==> src/rtl/module_bin_to_bcd_seq_if.sv <==
// Handshake and payload bundle between a requester and the sequential binary-to-BCD converter.
// Signal names are from the converter's point of view (i_* into it, o_* out of it).
interface module_bin_to_bcd_seq_if #(
    parameter int unsigned BIN_W  = 12,
    parameter int unsigned DIGITS = 4
);
    localparam int unsigned ND_W = $clog2(DIGITS + 1);

    logic                  i_valid;
    logic                  o_ready;
    logic [BIN_W-1:0]      i_bin;
    logic                  i_signed;
    logic                  o_valid;
    logic                  i_ready;
    logic [4*DIGITS-1:0]   o_bcd;
    logic                  o_neg;
    logic [ND_W-1:0]       o_ndigits;

    modport slave (
        input  i_valid, i_bin, i_signed, i_ready,
        output o_ready, o_valid, o_bcd, o_neg, o_ndigits
    );

    modport master (
        output i_valid, i_bin, i_signed, i_ready,
        input  o_ready, o_valid, o_bcd, o_neg, o_ndigits
    );
endinterface

==> src/rtl/module_bin_to_bcd_seq.sv <==
// Sequential double-dabble binary-to-BCD converter, one operand bit per clock,
// with optional two's-complement input (sign + magnitude result) and significant-digit count.
module module_bin_to_bcd_seq #(
    parameter int unsigned BIN_W  = 12,
    parameter int unsigned DIGITS = 4
) (
    input  logic                      i_clk,
    input  logic                      i_rst,
    module_bin_to_bcd_seq_if.slave    bus
);
    localparam int unsigned CNT_W = $clog2(BIN_W + 1);
    localparam int unsigned ND_W  = $clog2(DIGITS + 1);
    localparam int unsigned BCD_W = 4 * DIGITS;

    // Decimal digits needed to print 2**w-1, i.e. smallest D with 10**D >= 2**w.
    function automatic int unsigned dec_digits(input int unsigned w);
        longint unsigned m;
        int unsigned     n;
        m = (64'd1 << w) - 64'd1;
        n = 0;
        for (int i = 0; i < 24; i++) begin
            if (m != 64'd0) begin
                n = n + 1;
                m = m / 64'd10;
            end
        end
        return n;
    endfunction

    localparam int unsigned NEED_DIG = dec_digits(BIN_W);

    if (BIN_W < 4 || BIN_W > 32) begin : g_bad_bin_w
        $fatal(1, "module_bin_to_bcd_seq: BIN_W=%0d outside 4..32", BIN_W);
    end
    if (DIGITS < NEED_DIG) begin : g_bad_digits
        $fatal(1, "module_bin_to_bcd_seq: DIGITS=%0d cannot hold 2**%0d-1", DIGITS, BIN_W);
    end

    typedef enum logic [1:0] {
        ST_IDLE  = 2'd0,
        ST_SHIFT = 2'd1,
        ST_DONE  = 2'd2
    } state_e;

    state_e             state_q, state_d;
    logic [CNT_W-1:0]   cnt_q, cnt_d;
    logic [BIN_W-1:0]   mag_q, mag_d;
    logic [BCD_W-1:0]   wbcd_q, wbcd_d;
    logic               wneg_q, wneg_d;
    logic               ready_q, ready_d;
    logic               valid_q, valid_d;
    logic [BCD_W-1:0]   bcd_q, bcd_d;
    logic               neg_q, neg_d;
    logic [ND_W-1:0]    nd_q, nd_d;

    logic [BCD_W-1:0]   bcd_adj_c;
    logic [BCD_W-1:0]   bcd_shift_c;
    logic [BIN_W-1:0]   mag_shift_c;
    logic [ND_W-1:0]    nd_c;

    // One double-dabble step: add-3 on every digit >= 5, then shift magnitude MSB into BCD.
    always_comb begin
        bcd_adj_c = wbcd_q;
        for (int i = 0; i < int'(DIGITS); i++) begin
            if (wbcd_q[4*i +: 4] >= 4'd5) begin
                bcd_adj_c[4*i +: 4] = wbcd_q[4*i +: 4] + 4'd3;
            end
        end
        bcd_shift_c = {bcd_adj_c[BCD_W-2:0], mag_q[BIN_W-1]};
        mag_shift_c = {mag_q[BIN_W-2:0], 1'b0};
        nd_c = ND_W'(1);
        for (int i = 0; i < int'(DIGITS); i++) begin
            if (bcd_shift_c[4*i +: 4] != 4'd0) begin
                nd_c = ND_W'(i + 1);
            end
        end
    end

    always_ff @(posedge i_clk) begin
        if (i_rst) begin
            state_q <= ST_IDLE;
            cnt_q   <= '0;
            mag_q   <= '0;
            wbcd_q  <= '0;
            wneg_q  <= 1'b0;
            ready_q <= 1'b1;
            valid_q <= 1'b0;
            bcd_q   <= '0;
            neg_q   <= 1'b0;
            nd_q    <= ND_W'(1);
        end else begin
            state_q <= state_d;
            cnt_q   <= cnt_d;
            mag_q   <= mag_d;
            wbcd_q  <= wbcd_d;
            wneg_q  <= wneg_d;
            ready_q <= ready_d;
            valid_q <= valid_d;
            bcd_q   <= bcd_d;
            neg_q   <= neg_d;
            nd_q    <= nd_d;
        end
    end

    always_comb begin
        state_d = state_q;
        cnt_d   = cnt_q;
        mag_d   = mag_q;
        wbcd_d  = wbcd_q;
        wneg_d  = wneg_q;
        ready_d = ready_q;
        valid_d = valid_q;
        bcd_d   = bcd_q;
        neg_d   = neg_q;
        nd_d    = nd_q;

        unique case (state_q)
            ST_IDLE: begin
                if (bus.i_valid) begin
                    // Most-negative input negates to 2**(BIN_W-1), which still fits unsigned.
                    if (bus.i_signed && bus.i_bin[BIN_W-1]) begin
                        mag_d  = ~bus.i_bin + BIN_W'(1);
                        wneg_d = 1'b1;
                    end else begin
                        mag_d  = bus.i_bin;
                        wneg_d = 1'b0;
                    end
                    wbcd_d  = '0;
                    cnt_d   = '0;
                    ready_d = 1'b0;
                    state_d = ST_SHIFT;
                end
            end
            ST_SHIFT: begin
                wbcd_d = bcd_shift_c;
                mag_d  = mag_shift_c;
                cnt_d  = cnt_q + CNT_W'(1);
                if (cnt_q == CNT_W'(BIN_W - 1)) begin
                    bcd_d   = bcd_shift_c;
                    neg_d   = wneg_q && (bcd_shift_c != '0);
                    nd_d    = nd_c;
                    valid_d = 1'b1;
                    state_d = ST_DONE;
                end
            end
            ST_DONE: begin
                if (bus.i_ready) begin
                    valid_d = 1'b0;
                    ready_d = 1'b1;
                    state_d = ST_IDLE;
                end
            end
            default: begin
                state_d = ST_IDLE;
                ready_d = 1'b1;
                valid_d = 1'b0;
            end
        endcase
    end

    assign bus.o_ready   = ready_q;
    assign bus.o_valid   = valid_q;
    assign bus.o_bcd     = bcd_q;
    assign bus.o_neg     = neg_q;
    assign bus.o_ndigits = nd_q;
endmodule

==> src/flat_wrapper.sv <==
// flat-port wrapper written by rule: the top's interface ports become plain ports
module module_bin_to_bcd_seq_flat 
#(
    parameter int unsigned BIN_W  = 12,
    parameter int unsigned DIGITS = 4
)
  (i_clk, i_rst, bus_i_valid, bus_i_bin, bus_i_signed, bus_i_ready, bus_o_ready, bus_o_valid, bus_o_bcd, bus_o_neg, bus_o_ndigits);
  module_bin_to_bcd_seq_if #(.BIN_W(BIN_W), .DIGITS(DIGITS)) bus_i ();
  input  logic i_clk;
  input  logic i_rst;
  input wire logic [$bits(bus_i.i_valid)-1:0] bus_i_valid;
  input wire logic [$bits(bus_i.i_bin)-1:0] bus_i_bin;
  input wire logic [$bits(bus_i.i_signed)-1:0] bus_i_signed;
  input wire logic [$bits(bus_i.i_ready)-1:0] bus_i_ready;
  output wire logic [$bits(bus_i.o_ready)-1:0] bus_o_ready;
  output wire logic [$bits(bus_i.o_valid)-1:0] bus_o_valid;
  output wire logic [$bits(bus_i.o_bcd)-1:0] bus_o_bcd;
  output wire logic [$bits(bus_i.o_neg)-1:0] bus_o_neg;
  output wire logic [$bits(bus_i.o_ndigits)-1:0] bus_o_ndigits;
  assign bus_i.i_valid = bus_i_valid;
  assign bus_i.i_bin = bus_i_bin;
  assign bus_i.i_signed = bus_i_signed;
  assign bus_i.i_ready = bus_i_ready;
  assign bus_o_ready = bus_i.o_ready;
  assign bus_o_valid = bus_i.o_valid;
  assign bus_o_bcd = bus_i.o_bcd;
  assign bus_o_neg = bus_i.o_neg;
  assign bus_o_ndigits = bus_i.o_ndigits;
  module_bin_to_bcd_seq #(.BIN_W(BIN_W), .DIGITS(DIGITS)) u_core (.i_clk(i_clk), .i_rst(i_rst), .bus(bus_i));
endmodule
==> config.mk <==
export PLATFORM = sky130hd
export DESIGN_NAME = module_bin_to_bcd_seq_flat
export DESIGN_NICKNAME = d
export VERILOG_FILES = /design/src/rtl/module_bin_to_bcd_seq_if.sv /design/src/rtl/module_bin_to_bcd_seq.sv /design/src/flat_wrapper.sv
export SDC_FILE = /design/constraint.sdc
export NUM_CORES = 1
export LEC_CHECK = 0
export ABC_AREA = 1
export BUFFER_PORTS_ARGS = -buffer_cell sky130_fd_sc_hd__buf_2
export CORE_MARGIN = 3
export CORE_UTILIZATION = 64
export CTS_BUF_LIST = sky130_fd_sc_hd__clkbuf_4
export CTS_CLUSTER_DIAMETER = 80
export DETAILED_ROUTE_END_ITERATION = 8
export PLACE_DENSITY = 0.87
export SYNTH_ARGS = -nofsm -noshare
export SYNTH_HDL_FRONTEND = slang
export SYNTH_SLANG_ARGS = --single-unit
==> constraint.sdc <==
create_clock -name i_clk -period 4.95 [get_ports i_clk]
set_clock_uncertainty 0.1 [all_clocks]
set_input_delay 1.2375 -clock i_clk [delete_from_list [all_inputs] [get_ports i_clk]]
set_output_delay 1.2375 -clock i_clk [all_outputs]
set_load 0.01 [all_outputs]
==> results by group <==
Layout
  – Antenna Diode Count: 0
  – Layout cell share with drive strength beyond 1: 13.5%
  – Final design utilization: about three quarters
  – Most common cell after layout, fill and taps aside: sky130_fd_sc_hd__nand2_1
  – Post-route non-filler standard cell count: about 520
  – Nets@finish: 490
  – Area growth from synthesis to final layout: 10.5%
  – Top library cells by usage in the layout, fill and taps aside: sky130_fd_sc_hd__nand2_1 (128), sky130_fd_sc_hd__dfxtp_1 (57), sky130_fd_sc_hd__inv_1 (46)

Logic synthesis
  – Netlist area before placement: 2940 µm²
  – Count of distinct cell types in the synthesized netlist: 35
  – Register bit total from synthesis: 57
  – Area contributors post-synth: sky130_fd_sc_hd__dfxtp_1 (39%), sky130_fd_sc_hd__nand2_1 (16%), sky130_fd_sc_hd__a21oi_1 (7.7%)
  – Post-synth top area cell: sky130_fd_sc_hd__dfxtp_1
  – Share of async-settable or async-resettable flops after synthesis: 0%
  – Primary FF master, synth: sky130_fd_sc_hd__dfxtp_1
  – Mean post-synth cell area: 6.84 µm²
  – Cells after synthesis: 430
  – EDFF count, synth: 0
  – Syn Nets: 457
  – Register area share after synthesis: 38.8%
  – Syn. warnings: 0
  – Area share of the largest cell type after synthesis: 38.8%

Timing
  – Worst-case hold slack: approximately 0.37 ns
  – Unrepaired setup endpoints after global routing: false
  – Post-route fraction of the period consumed by the critical path: 52.9%
  – Total Neg Setup Slack: 0 ns
  – Pin slew with the least headroom to its limit: 0.874 ns
  – Number of hold violations in the final report: 0
  – Final critical delay including setup and external delays: roughly 2.6 ns
  – Maximum frequency from static timing analysis: 382 MHz
  – Final worst-path setup slack: 2.33 ns
  – Number of setup violations in the final report: 0
  – Tightest slew margin relative to the limit: a little over two fifths
  – Total count of max-transition violations in the final report: 0

Placement
  – Worst slack at placement: 2.07 ns
  – Number of I/O port buffers: 38
  – HPWL Detailed: 4730 µm
  – Placed cell count: 504
  – RD Place Congestion: around 0.83

Global route
  – Global Route met2 Usage: 45.1%
  – Wire length of the first global-routing pass: 11600 µm
  – Via count of the first global-routing pass: approximately 2600
  – M1 GR Usage: 34.7%
  – Total routing usage reported by global routing: 27.6%
  – Busiest grt layer: met2
  – GRT Residual Overflow: 0
  – Number of antenna violations at the first check in global routing: 0
  – Maximum number of pins on one net before global-route repair: 49
  – Global Route met3 Usage: under 10%

Clock network
  – Sinks on Clock Net: 57
  – Clock tree from TritonCTS: built
  – Clock input transition at the sequential cells of the worst setup and hold paths: 0.08 ns
  – Clock root buffer master: sky130_fd_sc_hd__clkbuf_4
  – CTS hold repair buffers: 0
  – Clock latency of the later-clocked register in the worst-skew pair: 0.40 ns
  – Cts repair resizes: 0
  – CTS Buffer Depth: 2
  – Number of levels in the clock H-tree: 3
  – Number of buffers added for setup after CTS: 0
  – CTS Buf Count: 9

Run
  – Max-cap violations: 0

Critical path
  – Type of element capturing the critical path: flop
  – Endpoint required time on the critical path: 5.17 ns
  – Type of origin of the critical path: flop
  – Launching element of the worst setup path: u_core.state_q[0]
  – Worst-path fanout max: 33
  – Critical path type: flop to flop
  – Reg2reg start: u_core.state_q[0]
  – Worst setup path endpoint: u_core.bus.o_ndigits[1]
  – Data arrival time of the worst path: 2.83 ns
  – Worst reg-to-reg path cell count: 8
  – Worst setup slack for register-to-register paths: 2.33 ns
  – End of the worst register-to-register path: u_core.bus.o_ndigits[1]

Die
  – Y dimension of the die: 73.8 µm
  – I/O pins: 39
  – Total number of placement rows: 24
  – Floorplan Core Area: 4380 µm²
  – Initial cell density of the core: 67.0%
  – Horiz. Die Dim: 73.8 µm
  – Total die area: 5440 µm²

Detailed routing
  – DRC violation count after routing: 0
  – Post-detailed-routing wire length: 6990 µm
  – First DRT Iteration DRCs: 329
  – Vias per inst: 5.60
  – Routed via count: 2906
  – DRT antenna net count: 0
  – Routed wirelength normalized by instance count: around 13 µm
  – Detailed-routing iteration count for the pre-antenna-repair pass: 6

Power
  – Leakage power of the design: 1.45 nW
  – Highest ir drop seen on vdd: 0.000287 V
  – PwrDens: 288 nW/µm²

Run status
  – Outcome: completed

Hold path
  – Beginning of the worst hold path: u_core.bus.o_neg
  – Hold/Removal Path Class: flop to flop
==> per-layer routing <==
layer  vias up  wire, µm
li1       1466         -
met1      1335      3050
met2        93      3370
met3        12       458
met4         0       116
met5         -         0
==> synthesized netlist by cell type (all sizes together) (2+ instances only) <==
library cell	instances
inv	50
ha	10
o211ai	4
clkbuf	6
nand2	130
a21oi	45
nor3	2
buf	10
nand3b	3
nand4	8
nor2	37
o21ai	18
nand3	29
dfxtp	57
a21boi	2
a22oi	4
a31oi	6
==> state kept, by name (all words and copies together) (netlist names) <==
name / count
u_core.bus.o_bcd: 16
u_core.bus.o_ndigits: 3
u_core.bus.o_neg: 1
u_core.bus.o_ready: 1
u_core.bus.o_valid: 1
u_core.cnt_q: 4
u_core.mag_q: 12
u_core.state_q: 2
u_core.wbcd_q: 16
u_core.wneg_q: 1
==> per-stage QoR <==
stage,total power [mW],cell area [µm²]
2_1_floorplan,0.547,2940
3_3_place_gp,0.565,3100
3_5_place_dp,0.568,3100
4_1_cts,0.940,3250
5_1_grt,0.974,3250
6_report,0.937,3250
==> critical path: stages, from the launching register on <==
cell and delay, ns:
sky130_fd_sc_hd__dfxtp_1 0.37, sky130_fd_sc_hd__inv_2 0.05, sky130_fd_sc_hd__nor2_4 0.58, sky130_fd_sc_hd__inv_2 0.21, sky130_fd_sc_hd__nor2_4 0.46, sky130_fd_sc_hd__inv_2 0.30, sky130_fd_sc_hd__nor2_1 0.20, sky130_fd_sc_hd__o21ai_1 0.11
sky130_fd_sc_hd__a21oi_1 0.15
==> final cells by class <==
type | instances | area (µm²)
multi-input cells | 306 | 1510
flip-flops and latches | 57 | 1140
fillers | 365 | 1140
inverters | 51 | 191
repair buffers | 38 | 190
clock buffers | 11 | 82.6
clock inverters | 4 | 68.8
well taps | 52 | 65.1
==> kinds of logic after synthesis <==
family,Yosys count,synth area share [%]
AOI/OAI and AO/OA,85,16.1
adders and majority gates,10,4.26
buffers and inverters,67,9.88
DFF,57,38.8
muxes,1,0.341
and+or+nand+nor,210,30.6
==> worst min-delay path by stage <==
stage / endpoint / slack, ns / cells past startpoint
2_1_floorplan: u_core.cnt_q[3] / 0.34 / 1
3_3_place_gp: u_core.mag_q[0] / 0.35 / 2
3_5_place_dp: u_core.mag_q[0] / 0.36 / 2
4_1_cts: u_core.mag_q[0] / 0.37 / 2
5_1_grt: u_core.bus.o_bcd[4] / 0.39 / 2
6_report: u_core.bus.o_neg / 0.37 / 2
==> power breakdown <==
group	switching [mW]	internal (mW)	total, mW
combinational	0.0558	0.0249	0.0807
sequential	0.00798	0.470	0.478
clock	0.166	0.211	0.378
Power figures use the tool's default switching activity.
